===== config.mk =====
export PLATFORM = sky130hd
export DESIGN_NAME = lif_neuron_array
export DESIGN_NICKNAME = d
export VERILOG_FILES = /design/src/rtl/lif_neuron_array.sv
export SDC_FILE = /design/constraint.sdc
export NUM_CORES = 1
export LEC_CHECK = 0
export BUFFER_PORTS_ARGS = -buffer_cell sky130_fd_sc_hd__buf_2
export CORE_MARGIN = 2
export CORE_UTILIZATION = 40
export CTS_CLUSTER_DIAMETER = 150
export DETAILED_ROUTE_END_ITERATION = 6
export PLACE_DENSITY = 0.53
export RECOVER_POWER = 100
export SLEW_MARGIN = 30
export SYNTH_ARGS = -nofsm -noshare
export SYNTH_HDL_FRONTEND = slang
export SYNTH_SLANG_ARGS = --single-unit

===== constraint.sdc =====
create_clock -name clk -period 5.5 [get_ports clk]
set_clock_uncertainty 0.05 [all_clocks]
set_input_delay 1.1 -clock clk [delete_from_list [all_inputs] [get_ports clk]]
set_output_delay 1.1 -clock clk [all_outputs]
set_load 0.05 [all_outputs]

===== src/rtl/lif_neuron_array.sv =====
// Time-multiplexed array of N leaky integrate-and-fire neurons sharing one update datapath.
// Refractory counters are built only when LIF_REFRACTORY_EN is defined.
module lif_neuron_array #(
  parameter int unsigned N          = 4,
  parameter int unsigned IDXW       = (N > 1) ? $clog2(N) : 1,
  parameter int unsigned VW         = 16,
  parameter int unsigned IW         = 8,
  parameter int unsigned LEAK_SHIFT = 3,
  parameter int unsigned V_TH       = 100,
  parameter int unsigned V_RESET    = 0,
  parameter int unsigned REFRAC     = 2
) (
  input  logic                 clk,
  input  logic                 reset,
  input  logic                 tick,
  input  logic                 in_valid,
  output logic                 in_ready,
  input  logic [IDXW-1:0]      in_idx,
  input  logic signed [IW-1:0] in_cur,
  output logic                 busy,
  output logic [N-1:0]         spikes,
  output logic                 spikes_valid,
  output logic                 tick_overrun
);

  localparam int unsigned KW = (N > 1) ? $clog2(N) : 1;
  localparam int unsigned AW = VW + 1;
  localparam int unsigned SW = VW + 2;
  localparam int unsigned RW = (REFRAC > 1) ? $clog2(REFRAC + 1) : 1;

  localparam logic signed [SW-1:0] ACC_MAX = SW'({1'b0, {VW{1'b1}}});
  localparam logic signed [SW-1:0] ACC_MIN = {2'b11, {VW{1'b0}}};
  localparam logic signed [SW-1:0] V_MAX   = SW'({1'b0, {VW{1'b1}}});

  typedef enum logic [1:0] {
    S_IDLE  = 2'd0,
    S_SWEEP = 2'd1,
    S_DONE  = 2'd2
  } state_t;

  state_t r_state;
  state_t w_state_nxt;

  logic [VW-1:0]        r_v   [N];
  logic signed [AW-1:0] r_acc [N];
  logic [KW-1:0]        r_k;
  logic [N-1:0]         r_spikes;

  logic                 w_start;
  logic                 w_step;
  logic                 w_accept;
  logic [VW-1:0]        w_v_cur;
  logic signed [AW-1:0] w_acc_cur;
  logic signed [AW-1:0] w_acc_tgt;
  logic signed [SW-1:0] w_acc_sum;
  logic signed [AW-1:0] w_acc_new;
  logic [VW-1:0]        w_leak;
  logic signed [SW-1:0] w_v_sum;
  logic [VW-1:0]        w_v_next;
  logic                 w_fire;
  logic [RW-1:0]        w_ref_cur;
  logic                 w_in_ref;

`ifdef LIF_REFRACTORY_EN
  logic [RW-1:0] r_ref [N];
`endif

  // State register
  always_ff @(posedge clk) begin
    if (reset) begin
      r_state <= S_IDLE;
    end else begin
      r_state <= w_state_nxt;
    end
  end

  // Next-state and sweep control
  always_comb begin
    w_state_nxt  = r_state;
    w_start      = 1'b0;
    w_step       = 1'b0;
    w_accept     = 1'b0;
    tick_overrun = 1'b0;
    case (r_state)
      S_IDLE: begin
        w_accept = in_valid;
        if (tick) begin
          w_start     = 1'b1;
          w_state_nxt = S_SWEEP;
        end
      end
      S_SWEEP: begin
        w_step       = 1'b1;
        tick_overrun = tick;
        if (32'(r_k) == N - 1) begin
          w_state_nxt = S_DONE;
        end
      end
      S_DONE: begin
        tick_overrun = tick;
        w_state_nxt  = S_IDLE;
      end
      default: begin
        w_state_nxt = S_IDLE;
      end
    endcase
  end

  assign in_ready     = (r_state == S_IDLE);
  assign busy         = (r_state != S_IDLE);
  assign spikes_valid = (r_state == S_DONE);
  assign spikes       = r_spikes;

  // Select the neuron under update and the accumulator targeted by the input event
  always_comb begin
    w_v_cur   = '0;
    w_acc_cur = '0;
    w_acc_tgt = '0;
    w_ref_cur = '0;
    for (int unsigned j = 0; j < N; j++) begin
      if (32'(r_k) == j) begin
        w_v_cur   = r_v[j];
        w_acc_cur = r_acc[j];
`ifdef LIF_REFRACTORY_EN
        w_ref_cur = r_ref[j];
`endif
      end
      if (32'(in_idx) == j) begin
        w_acc_tgt = r_acc[j];
      end
    end
  end

  // Saturating accumulate of the incoming current
  always_comb begin
    w_acc_sum = SW'(w_acc_tgt) + SW'(in_cur);
    if (w_acc_sum > ACC_MAX) begin
      w_acc_new = AW'(ACC_MAX);
    end else if (w_acc_sum < ACC_MIN) begin
      w_acc_new = AW'(ACC_MIN);
    end else begin
      w_acc_new = AW'(w_acc_sum);
    end
  end

  // Shared leak/integrate datapath, clamped to the unsigned membrane range
  always_comb begin
    w_leak  = w_v_cur >> LEAK_SHIFT;
    w_v_sum = $signed(SW'(w_v_cur)) - $signed(SW'(w_leak)) + SW'(w_acc_cur);
    if (w_v_sum < $signed(SW'(0))) begin
      w_v_next = '0;
    end else if (w_v_sum > V_MAX) begin
      w_v_next = '1;
    end else begin
      w_v_next = VW'(w_v_sum);
    end
    w_fire   = (32'(w_v_next) >= V_TH);
    w_in_ref = (w_ref_cur != '0);
  end

  // Per-neuron state: event writes only in IDLE, sweep writes only in SWEEP
  always_ff @(posedge clk) begin
    if (reset) begin
      r_k      <= '0;
      r_spikes <= '0;
      for (int unsigned j = 0; j < N; j++) begin
        r_v[j]   <= '0;
        r_acc[j] <= '0;
`ifdef LIF_REFRACTORY_EN
        r_ref[j] <= '0;
`endif
      end
    end else begin
      if (w_start) begin
        r_k      <= '0;
        r_spikes <= '0;
      end else if (w_step) begin
        r_k <= r_k + KW'(1);
      end
      for (int unsigned j = 0; j < N; j++) begin
        if (w_accept && (32'(in_idx) == j)) begin
          r_acc[j] <= w_acc_new;
        end
        if (w_step && (32'(r_k) == j)) begin
          r_acc[j] <= '0;
          if (w_in_ref) begin
            r_v[j] <= VW'(V_RESET);
`ifdef LIF_REFRACTORY_EN
            r_ref[j] <= w_ref_cur - RW'(1);
`endif
          end else if (w_fire) begin
            r_v[j]      <= VW'(V_RESET);
            r_spikes[j] <= 1'b1;
`ifdef LIF_REFRACTORY_EN
            r_ref[j] <= RW'(REFRAC);
`endif
          end else begin
            r_v[j] <= w_v_next;
          end
        end
      end
    end
  end

endmodule


==> out/metrics.cfg, run 1 <==
[outcome]
status = completed

[power]
finalPower_mw = 5.592
pwr_density_cell_mw_per_mm2 = 473.2
ir_worst_vdd_mv = 0.2983
leakage_nw = 4.792

[synthesis]
synth_top_family_by_area = compound AO/OA/AOI/OAI gates
synthSimpleGateAreaFrac = 0.1699
yosys.area_share.adder = 0.08215
synth_mux_area_frac = 0.04314
yosys_warnings = 0
yosysSeqAreaShare = 0.4528
async_reset_ff_frac = 0
synth_compound_area_frac = 0.1826
ys.flop_type = edfxtp_1
synth_edf_count = 132
syn-cell-area_sq_mm = 0.009107
ys_ff_latch = 140
syn_avg_cell_area_sq_um = 9.835
yosys.area_share.xor_xnor = 0.03077
synth_cell_types = 65
synth_cells = 926

[detailed_routing]
viasPerCell = 5.538
vias = 7676
post-route-drc-count = 0
drt-initial-drc-count = 489
ant_nets = 0
wl_um = 25520
firstDrtPassIters = 7
wl_per_cell_um = 18.41

[cells_and_area]
syn_to_final_growth_pct = 29.74
seq_area_sq_mm = 0.004129
antenna_cells = 0
final_area_sq_mm = 0.01182
stdcell_count = 1386
num-fill-cells = 1972
nets = 1160
multi_input_area_sq_mm = 0.005414
final_layout_size_suffix_gt1_frac = 0.2852

[worst_hold_path]
hold_path_class = flip-flop to flip-flop

[placed_design]
pre_cts_slack_ns = -0.3601
gp_congestion = 0.8852
dp_hpwl_um = 18220
place_area_sq_mm = 0.01045
io_buffers = 21
dp.cells = 1343

[sta]
worst_pin_slew_ns = 0.9031
setup_ws_ns = 0.06163
rsz0062_at_grt = true
max_freq_mhz = 183.9
slew_headroom = 0.3916
period_needed_ns = 5.438
slew_violations = 0
finalSetupTns_ns = 0
hold_viol = 0
fin_crit_sh = 0.9888
setup_viol = 0

[critical_path]
startpoint_type = flip-flop
worstPathArrival_ns = 5.64
max_stage_delay_ns = 0.38
critPathSlowestCell = dfxtp_4
required_ns = 5.70
worstSetupEndpointType = flip-flop
critPathMaxFanout = 6
path_class = flip-flop to flip-flop

[cts]
cts_buffers = 17
clk_latency_ns = 0.44
clk_pin_slew_ns = 0.06
root_buffer = clkbuf_16
clk_path_buf_depth = 2
postCtsHoldBufs = 0
cts.sinks = 140
cts_max_level = 4
cts_tree = yes

[global_route]
grt_usage = 0.2142
grt_max_degree = 37
gr-total-overflow = 0
grt_antenna_before_repair = 0
grt_pass1_vias = 7407
grt_pass1_wl_um = 39860

[die]
pin_count = 22
die_y_um = 154.9
dieArea_sq_mm = 0.02399
core-area_sq_mm = 0.02250
initial_core_util = 0.4047
num_rows = 55
fp.dieW_um = 154.9

[run]
drv_cap = 0

==> cell type report <==
type                            instances  area share
Clock buffer                           18     0.03632
Timing Repair Buffer                  149     0.09625
Sequential cell                       140      0.3494
Clock inverter                         14     0.01355
Multi-Input combinational cell        732      0.4582
Tap cell                              285     0.03018
Inverter                               48     0.01609
==> flip-flops by register name, summed over array words and instances (netlist names) <==
| name | cells |
|---|---|
| spikes | 4 |
| r_k | 2 |
| r_v | 64 |
| r_state | 2 |
| r_acc | 68 |
==> through the flow <==
stage,util,hold WS (ns)
2_1_floorplan,-,0.4637
3_3_place_gp,0.4641,0.4249
3_5_place_dp,0.4643,0.4215
4_1_cts,0.5079,0.4357
5_1_grt,0.5251,0.4530
6_report,0.5251,0.4303
==> cell usage in the layout, fill, tap and decap left out, drive strengths merged, types with 12 or more instances in the layout <==
cell type	n
a21o	22
ha	55
clkbuf	18
nor3	33
and3	15
nand3	16
nor2	142
edfxtp	132
a211oi	12
a21oi	83
conb	36
o21ai	61
nand2	59
xnor2	26
a221o	20
buf	149
mux4	17
nor4	15
inv	53
==> routing by layer <==
layer	global-route usage	routed length, um	up-vias
met2	0.3467	12130	151
met4	0.05026	309	0
li1	-	-	3753
met1	0.3062	12300	3744
met5	0	0	-
met3	0.03064	785	28
==> critical path, delay by kind of cell, from the launching register on <==
family	cells	cell delay, ns
AOI/OAI and AO/OA	11	1.95
and+or+nand+nor	9	1.46
xor gates and xnor gates	1	0.12
buffers and inverters	6	0.69
DFF	1	0.38
adders and majority gates	3	0.59
==> synthesized netlist by cell type (17+ instances only) <==
master    instances  area, sq um
a21oi_1          82        410.4
nor2_1          142        533.0
ha_1             55        688.2
a221o_1          20        200.2
inv_1            48        180.2
nand2_1          59        221.5
a21o_1           22        165.2
mux4_2           17        382.9
clkbuf_1         28        105.1
xnor2_1          26        227.7
nor3_1           33        165.2
o21ai_0          58        290.3
edfxtp_1        132         3964
==> power by group <==
group          internal (mW)  switching (mW)  total [mW]
clock                  0.677           0.476        1.15
sequential              1.26          0.0343        1.29
combinational           1.38            1.77        3.15
==> repair_timing <==
action / in CTS / in global routing
buffers inserted: 6 / 4
resized for setup: 70 / 77
gates cloned: 2 / 0
endpoints found under the setup margin: 32 / 32
pin swaps: 30 / 29
endpoints found under the hold margin: 0 / 0
==> cell families after synthesis <==
group,after synthesis
AO/OA/AOI/OAI,255
XOR/XNOR,32
adder cells (fa/ha/maj),58
buffers and inverters,89
flip-flops,140
multiplexers,18
other,1
AND/OR/NAND/NOR,333
==> path summary, 6_finish.rpt <==
path / from / end / slack [ns] / cells past startpoint
worst min-delay path: spikes[2] / spikes[2] / 0.43 / 1
worst max-delay path: r_k[0] / r_v[0][0] / 0.06 / 30
worst min register to register: spikes[2] / spikes[2] / 0.43 / 1
worst max register to register: r_k[0] / r_v[0][0] / 0.06 / 30
Note: power is estimated with default switching activity, not from simulation.
==> run 2: changes to the inputs <==
--- a/config.mk
+++ b/config.mk
@@ -6,11 +6,13 @@
 export NUM_CORES = 1
 export LEC_CHECK = 0
 export BUFFER_PORTS_ARGS = -buffer_cell sky130_fd_sc_hd__buf_2
+export CELL_PAD_IN_SITES_DETAIL_PLACEMENT = 1
+export CELL_PAD_IN_SITES_GLOBAL_PLACEMENT = 2
 export CORE_MARGIN = 2
-export CORE_UTILIZATION = 40
+export CORE_UTILIZATION = 38
 export CTS_CLUSTER_DIAMETER = 150
 export DETAILED_ROUTE_END_ITERATION = 6
-export PLACE_DENSITY = 0.53
+export PLACE_DENSITY = 0.73
 export RECOVER_POWER = 100
 export SLEW_MARGIN = 30
 export SYNTH_ARGS = -nofsm -noshare
==> run 2 against run 1 <==
Compared with the run above: the flow now finishes with violations (setup timing); clock power grew 3%; sequential cell count did not move; combinational power up 6.7%; core utilization fell by 0.93 points; die area up 5.1%; sequential share of layout area down 0.84 points.
==> out/metrics.cfg, run 2 (synthesized netlist as in run 1, its figures left out) <==
[outcome]
status = finished with violations
violations = setup timing

[power]
switching_share = 0.4085
pwr-share-clk = 0.204
pwr_density_cell_mw_per_mm2 = 482.9
comb_power_share = 0.575
leakage_nw = 4.870
ir_worst_vdd_mv = 0.3329
internal-power_mw = 3.458
p_switching_mw = 2.388
pwr-share-seq = 0.221

[sta]
period_needed_ns = 5.565
setup_viol = 1
hold_viol = 0
fin_crit_sh = 1.012
worst_pin_slew_ns = 0.8940
whs_ns = 0.4326
rsz0062_at_grt = true
slew_headroom = 0.4040
slew_violations = 0
setup_ws_ns = -0.06467
max_freq_mhz = 179.7

[placed_design]
gp_congestion = 0.8407
io_buffers = 21
dp_hpwl_um = 20460
dp.cells = 1385
pre_cts_slack_ns = -0.5522

[cells_and_area]
final_cell_mix = 136 x nor2_1, 134 x buf_4, 132 x edfxtp_1
antenna_cells = 0
top_register = r_acc
final_common_cell = nor2_1
final_layout_size_suffix_gt1_frac = 0.3086
num-fill-cells = 2601
largest_reg_flops = 68
multi_input_area_sq_mm = 0.005495
utilization = 0.5158
seq_area_sq_mm = 0.004129
nets = 1178
stdcell_count = 1437
syn_to_final_growth_pct = 32.94

[cts]
clk_path_buf_depth = 2
cts.sinks = 140
root_buffer = clkbuf_16
cts_buffers = 17
cts_max_level = 4
clk_pin_slew_ns = 0.06
cts_tree = yes
clk_latency_ns = 0.43

[critical_path]
required_ns = 5.68
critPathSlowestCell = o41ai_2
worstSetupEndpointType = flip-flop
critPathBufInv = 5
path_class = flip-flop to flip-flop
reg2reg_slack_ns = -0.06
startpoint_type = flip-flop
critPathMaxFanout = 6
max_stage_delay_ns = 0.37
worst_path_dominant_cell_family = simple AND/OR/NAND/NOR gates
worstPathArrival_ns = 5.74

[run]
drv_cap = 0

[global_route]
grt_pass1_vias = 8240
grt_antenna_before_repair = 0
grt_max_degree = 33
gr-total-overflow = 0
grt_usage = 0.2288
grt_pass1_wl_um = 45150

[die]
initial_core_util = 0.3880
dieArea_sq_mm = 0.02522
pin_count = 22
fp.dieW_um = 158.8
die_y_um = 158.8
core-area_sq_mm = 0.02347
num_rows = 56

[detailed_routing]
wl_um = 29870
post-route-drc-count = 0
viasPerCell = 5.534
wl_per_cell_um = 20.79
firstDrtPassIters = 7
drt-initial-drc-count = 501
ant_nets = 0
vias = 7952

[worst_hold_path]
hold_path_class = flip-flop to flip-flop

run 2: changes by cell type in the layout (fill, tap and decap cells not counted), sizes merged:
cell / delta
inv: -5
clkinvlp: +2
clkbuf: +1
bufinv: +1
clkinv: +2
buf: +16
run 2: power by group through the flow:
stage          combinational, mW  clock [mW]  sequential [mW]
6_report                    3.36        1.19             1.29
4_1_cts                     2.98        1.20             1.29
5_1_grt                     3.66        1.25             1.30
3_3_place_gp                2.74           0             1.31
2_1_floorplan               1.60           0             1.30
3_5_place_dp                2.76           0             1.31
run 2: metrics by stage:
stage	setup TNS, ns	cell area [sq um]	total power [mW]
2_1_floorplan	0	9241	2.902
3_3_place_gp	-11.25	10530	4.044
3_5_place_dp	-14.71	10540	4.068
4_1_cts	-0.03284	11490	5.467
5_1_grt	-8.801	12110	6.206
6_report	-0.06467	12110	5.846
run 2: timing repair:
action	in CTS	in global routing
endpoints found under the hold margin	0	0
hold buffers	0	0
gates resized for setup	69	95
cloned	0	3
setup buffers	15	5
pin swaps	37	37
setup endpoints to repair	32	32
run 2: final timing paths:
path,startpoint,end,cells after the start
worst min-delay path,spikes[1],spikes[1],1
worst min register to register,spikes[1],spikes[1],1
worst max register to register,r_k[0],r_v[0][1],30
worst max-delay path,r_k[0],r_v[0][1],30
run 2: layout make-up:
| type | count | share of cell area |
|---|---|---|
| multi-input cells | 732 | 0.4539 |
| flip-flops and latches | 140 | 0.3410 |
| repair buffers | 167 | 0.1073 |
| clock buffers | 17 | 0.03513 |
| well taps | 319 | 0.03296 |
| inverters | 48 | 0.01560 |
| clock inverters | 14 | 0.01416 |
run 2: layer usage:
| layer | up-vias | share of wire | GRT usage |
|---|---|---|---|
| li1 | 3781 | - | - |
| met1 | 3994 | 0.46 | 0.3172 |
| met2 | 150 | 0.49 | 0.3819 |
| met3 | 27 | 0.037 | 0.03239 |
| met4 | 0 | 0.011 | 0.04879 |
| met5 | - | 0 | 0 |
